$ cat src/rtl/shift_right_seq.sv
// Iterative right shifter: logical or arithmetic shift by shamt, one bit per clock.
// Operands enter through a start/ready handshake; a one-cycle done pulse marks a valid C.
module shift_right_seq #(
    parameter int N  = 8,
    parameter int SW = $clog2(N)
) (
    input  logic          clk,
    input  logic          rst,
    input  logic          start,
    input  logic [N-1:0]  A,
    input  logic [SW-1:0] shamt,
    input  logic          arith,
    output logic          ready,
    output logic          busy,
    output logic          done,
    output logic [N-1:0]  C
);

    typedef enum logic [1:0] {
        IDLE  = 2'd0,
        SHIFT = 2'd1,
        DONE  = 2'd2
    } state_t;

    state_t        state_q, state_d;
    logic [N-1:0]  d_q, d_d;
    logic [SW-1:0] cnt_q, cnt_d;
    logic          f_q, f_d;
    logic [N-1:0]  c_q, c_d;
    logic [N-1:0]  shifted;

    // NOTE: sequential state uses non-blocking assignments so every register samples pre-edge values.
    always_ff @(posedge clk or posedge rst) begin
        if (rst) begin
            state_q <= IDLE;
        end else begin
            state_q <= state_d;
        end
    end

    // NOTE: every combinational output gets a default first so no path infers a latch.
    always_comb begin
        state_d = state_q;
        case (state_q)
            IDLE: begin
                if (start) begin
                    state_d = (shamt == '0) ? DONE : SHIFT;
                end
            end
            SHIFT: begin
                if (cnt_q == SW'(1)) begin
                    state_d = DONE;
                end
            end
            DONE:    state_d = IDLE;
            default: state_d = IDLE;
        endcase
    end

    always_comb begin
        ready = 1'b0;
        busy  = 1'b0;
        done  = 1'b0;
        case (state_q)
            IDLE:    ready = 1'b1;
            SHIFT:   busy  = 1'b1;
            DONE:    done  = 1'b1;
            default: ready = 1'b0;
        endcase
    end

    // Fill bit enters at the top; it is zero for logical shifts or positive operands.
    assign shifted = {f_q, d_q[N-1:1]};

    always_comb begin
        d_d   = d_q;
        cnt_d = cnt_q;
        f_d   = f_q;
        c_d   = c_q;
        case (state_q)
            IDLE: begin
                if (start) begin
                    d_d   = A;
                    cnt_d = shamt;
                    f_d   = arith & A[N-1];
                    if (shamt == '0) begin
                        c_d = A;
                    end
                end
            end
            SHIFT: begin
                d_d   = shifted;
                cnt_d = cnt_q - SW'(1);
                if (cnt_q == SW'(1)) begin
                    c_d = shifted;
                end
            end
            default: ;
        endcase
    end

    always_ff @(posedge clk or posedge rst) begin
        if (rst) begin
            d_q   <= '0;
            cnt_q <= '0;
            f_q   <= 1'b0;
            c_q   <= '0;
        end else begin
            d_q   <= d_d;
            cnt_q <= cnt_d;
            f_q   <= f_d;
            c_q   <= c_d;
        end
    end

    assign C = c_q;

endmodule
$ cat config.mk
export PLATFORM = sky130hd
export DESIGN_NAME = shift_right_seq
export DESIGN_NICKNAME = d
export VERILOG_FILES = /design/src/rtl/shift_right_seq.sv
export SDC_FILE = /design/constraint.sdc
export NUM_CORES = 1
export LEC_CHECK = 0
export CAP_MARGIN = 0
export CORE_ASPECT_RATIO = 0.9
export CORE_MARGIN = 4
export CORE_UTILIZATION = 43
export DETAILED_ROUTE_END_ITERATION = 8
export GPL_TIMING_DRIVEN = 0
export PLACE_DENSITY = 0.74
export SLEW_MARGIN = 40
export SYNTH_ARGS = -nofsm -noshare
export SYNTH_HDL_FRONTEND = slang
export SYNTH_SLANG_ARGS = --single-unit
$ cat constraint.sdc
create_clock -name clk -period 1.65 [get_ports clk]
set_input_delay 0.495 -clock clk [delete_from_list [all_inputs] [get_ports clk]]
set_output_delay 0.495 -clock clk [all_outputs]
set_load 0.1 [all_outputs]
Yosys cells after proc, flatten, opt, wreduce, memory -nomap -nowiden --
Cells that the tools add are included.
Cells by class: $add $sub $neg 1, eq/ne operators 6, multiplexer cells 15, bitwise operators 1, reductions and logical operators 7
Operators by type and width (number):
- 8-bit 2-to-1 mux | 4
- 8-bit one-hot mux with 2 select lines | 2
- 2-bit 2-to-1 mux | 3
- 2-bit != test (second input constant) | 3
- 3-bit one-hot mux with 2 select lines | 1
- 2-bit AND reduction | 3
- 2-bit one-hot mux with 2 select lines | 1
- 4-bit AND reduction | 1
- 3-bit by 1-bit == test with 1-bit output (second input constant) | 1
- 3-bit logical NOT | 1
- 1-bit 2-to-1 mux | 3
- 3-bit 2-to-1 mux | 1
- 3-bit by 1-bit subtractor with 3-bit output (second input constant) | 1
- 2-bit by 1-bit == test with 1-bit output (second input constant) | 1
- 2-bit == test (second input constant) | 1
- 2-bit logical NOT | 1
- 2-bit nonzero test | 1
- 1-bit AND | 1
Storage, ports and cells: flip-flop bits (word level) 22, bits of input ports 15, output and inout port bits 11, logic and storage cells 35

Logic depth before layout (Yosys ltp) --
depth after elaboration 4, gate-level depth with buffers 5, depth with buffers taken out 5

Least setup slack after synthesis --
Ideal clock, no wire load.
kind register to output, start point register state_q[0], end point output done, arrival 2.146 ns, slack -0.991 ns, cell stages (with the launch flop) 4, path buffers 2, cell sequence dfrtp_1 clkbuf_1 clkbuf_1 nor2b_1
Between the ends: word-level cells in the longest chain between the ends 2
Ends and longest elaborated chain:
- from (decl) | line 25 | state_t state_q, state_d;
- from (signal assigned) | line 37 | state_q <= state_d;
- 2-bit == test | line 64 | case (state_q)
- 1-bit 2-to-1 mux | line 64
- to (decl) | line 15 | output logic done,
Every way passes these cells.

Worst setup path after layout --
Ends and elaborated chain as after synthesis.

==> impl_results.md <==
- Worst Hold Class: in2async
- Clock-pin slew on the worst setup and hold paths: 0.12 ns
- Post-CTS Hold Fix Bufs: 0
- Pin count of the biggest net entering global routing: 22
- Vias: roughly 910
- Result of the run: finished, violations left
- DRC: 0
- Dpl ws: -0.610 ns
- CTS Buffer Depth: 2
- Die X: 60.7 µm
- Global Route Usage Sum: 17.2%
- Setup crit start: state_q[0]
- CP max FO: 3
- Synth Warn #: 0
- Flops & latches, synth: 21
- Clock latency on the worst-skew pair: 0.31 ns
- H-tree Lvls: 1
- WL per Instance: approximately 16 µm
- # IOs: 26
- Die area: 3360 µm²
- Crit Path Class: reg2out
- FP Rows: 16
- Num CTS Buffers: 3
- Mapped Cells: 98
- Final ANT Viol Nets: 0
- WL final: 2630 µm
- R2r endpoint: C[2]
- DP HPWL: 1640 µm
- Violated checks: setup timing
- Clock Skew: around 0.0064 ns
- Vias in the first global route: 939
- TritonCTS clock tree: built
- Routability congestion estimate from global placement: 0.807
- Synth unique cells: 25
- Initial antenna violation count: 0
- Finished Core Util: around 70%
- Slew HR: a little over half
- Sink Count: 21
- Setup violators final: 11
- Iter 0 DRT Violations: 31
- Crit path time final: around 1.8 ns
- IO Port Bufs: 24
- Remaining Overflow, GRT: 0
- Seq/Total Area, Yosys: around half
- Reg2reg start: state_q[0]
- Initial core utilization: between 40% and 50%
- FILL cells: 188
- Reg2Reg Depth: 5
- R2R setup slack: -0.09 ns
- Chip height: approximately 55 µm
- Unrepaired setup endpoints after global routing: true
- Area Growth Syn to Fin: 48.1%
- Vias per cell: about 5.6
- Worst-Margin Slew: 0.693 ns
- Global-route wire length before repair: approximately 4300 µm
- Core area: about 2300 µm²
- FMAX: 562 MHz
- Worst setup margin: -0.131 ns
- Syn Nets: about 120
- Share of layout cells above drive strength 1: 40.4%
- Mean Syn Cell Area: 11.0 µm²
- Root Buffer: clkbuf_4
- Synthesized area: 1070 µm²
- Final Hold Fails: 0
- Max-slew violations: 0
- CP Launch Type: register
- Worst path arrival time: between 1 and 1.5 ns
- DRT Pass-1 Iters: 4
- Period utilisation layout: 108%
- Crit path to: done
- CP Data Required Time: 1.15 ns
- Placed Cells: around 150
- Max Cap Viol: 0
- Setup TNS: -1.05 ns
- Non-Filler Instances: 163
- ANT cells: 0
- Final #Nets: 154
- CP Capture Type: output port
-- layer usage --
metal  vias up  wire length [µm]  GRT usage, %
li1        426                 -             -
met1       452              1230          23.7
met2        30              1260          26.4
met3         0               145          4.90
met4         0                 0          3.72
met5         -                 0             0
-- registers in the layout (all words and copies together), names as in the netlist --
name and flops:
C 8, state_q 2, f_q 1, cnt_q 3, d_q 7
-- layout by cell type (no fill, tap or decap), drive strengths merged --
| master | netlist | final |
|---|---|---|
| a21oi | 6 | 6 |
| a22oi | 6 | 6 |
| a2bb2oi | 1 | 1 |
| a31oi | 1 | 1 |
| and3b | 2 | 2 |
| buf | 2 | 21 |
| clkbuf | 3 | 9 |
| clkdlybuf4s50 | 0 | 10 |
| clkinvlp | 0 | 1 |
| dfrtp | 21 | 21 |
| dlygate4sd2 | 0 | 3 |
| ha | 2 | 2 |
| inv | 6 | 5 |
| mux2 | 16 | 16 |
| nand2 | 9 | 9 |
| nand2b | 2 | 2 |
| nor2 | 2 | 2 |
| nor2b | 2 | 2 |
| nor3b | 2 | 2 |
| o21ai | 9 | 9 |
| o21bai | 1 | 1 |
| o22a | 1 | 1 |
| o22ai | 1 | 1 |
| o31a | 1 | 1 |
| or3 | 1 | 1 |
| or3b | 1 | 1 |
-- cell type report --
class | instances | area, µm² | share of cell area (%)
Sequential cell | 21 | 527 | 33.1
Tap cell | 27 | 33.8 | 2.12
Timing Repair Buffer | 35 | 350 | 22.0
Buffer | 4 | 55.1 | 3.46
Inverter | 6 | 26.3 | 1.65
Multi-Input combinational cell | 66 | 572 | 36.0
Clock buffer | 4 | 26.3 | 1.65
-- synth_stat cells --
library cell,n,share of area (%)
inv_1,6,2.1
and3b_1,2,1.6
o21bai_1,1,0.70
mux2_2,15,16
mux2_1,1,1.0
clkbuf_1,3,1.0
o21ai_0,9,4.2
a21oi_1,6,2.8
nor3b_1,2,1.4
o22ai_4,1,1.9
a31oi_1,1,0.58
a22oi_1,6,4.2
buf_4,1,0.70
nor2_1,2,0.70
dfrtp_1,21,49
nand2b_1,2,1.2
nand2_1,9,3.1
or3_1,1,0.58
o31a_1,1,0.82
buf_2,1,0.47
a2bb2oi_1,1,0.82
o22a_1,1,0.82
nor2b_1,2,1.2
or3b_4,1,1.0
ha_1,2,2.3
-- worst max-delay path, stage by stage, from the launching register on --
cell and delay [ns]:
dfrtp_1 0.41, buf_6 0.13, buf_8 0.12, nor2b_4 0.13
buf_12 0.18
-- logic make-up (layout without fill, tap and decap cells) --
group	count (synthesis)	count (layout)	share of synthesized area (%)
DFF	21	21	49.0
muxes	16	16	16.8
AOI/OAI and AO/OA	27	27	16.8
and+or+nand+nor	21	21	10.8
adders and majority gates	2	2	2.33
buffers and inverters	11	49	4.31
-- worst min path at each step --
stage                      start  endpoint
after floorplan           d_q[1]    d_q[1]
after global placement    d_q[1]    d_q[1]
after detailed placement  d_q[1]    d_q[1]
after CTS                 d_q[1]    d_q[1]
after global routing         rst      C[2]
final                        rst      C[2]
-- through the flow --
| stage | hold WS [ns] | area [µm²] |
|---|---|---|
| final | 0.493 | 1590 |
| after detailed placement | 0.488 | 1360 |
| after floorplan | 0.443 | 1140 |
| after CTS | 0.517 | 1540 |
| after global routing | 0.509 | 1590 |
| after global placement | 0.464 | 1410 |
-- repair_timing --
item | in CTS | in global routing
pin swaps | 1 | 1
setup endpoints to repair | 11 | 21
setup buffers | 10 | 0
cloned | 1 | 0
gates resized for setup | 25 | 14
Power is not shown: default switching activity piles up to over one toggle a cycle in this logic, so the estimate is an artifact.
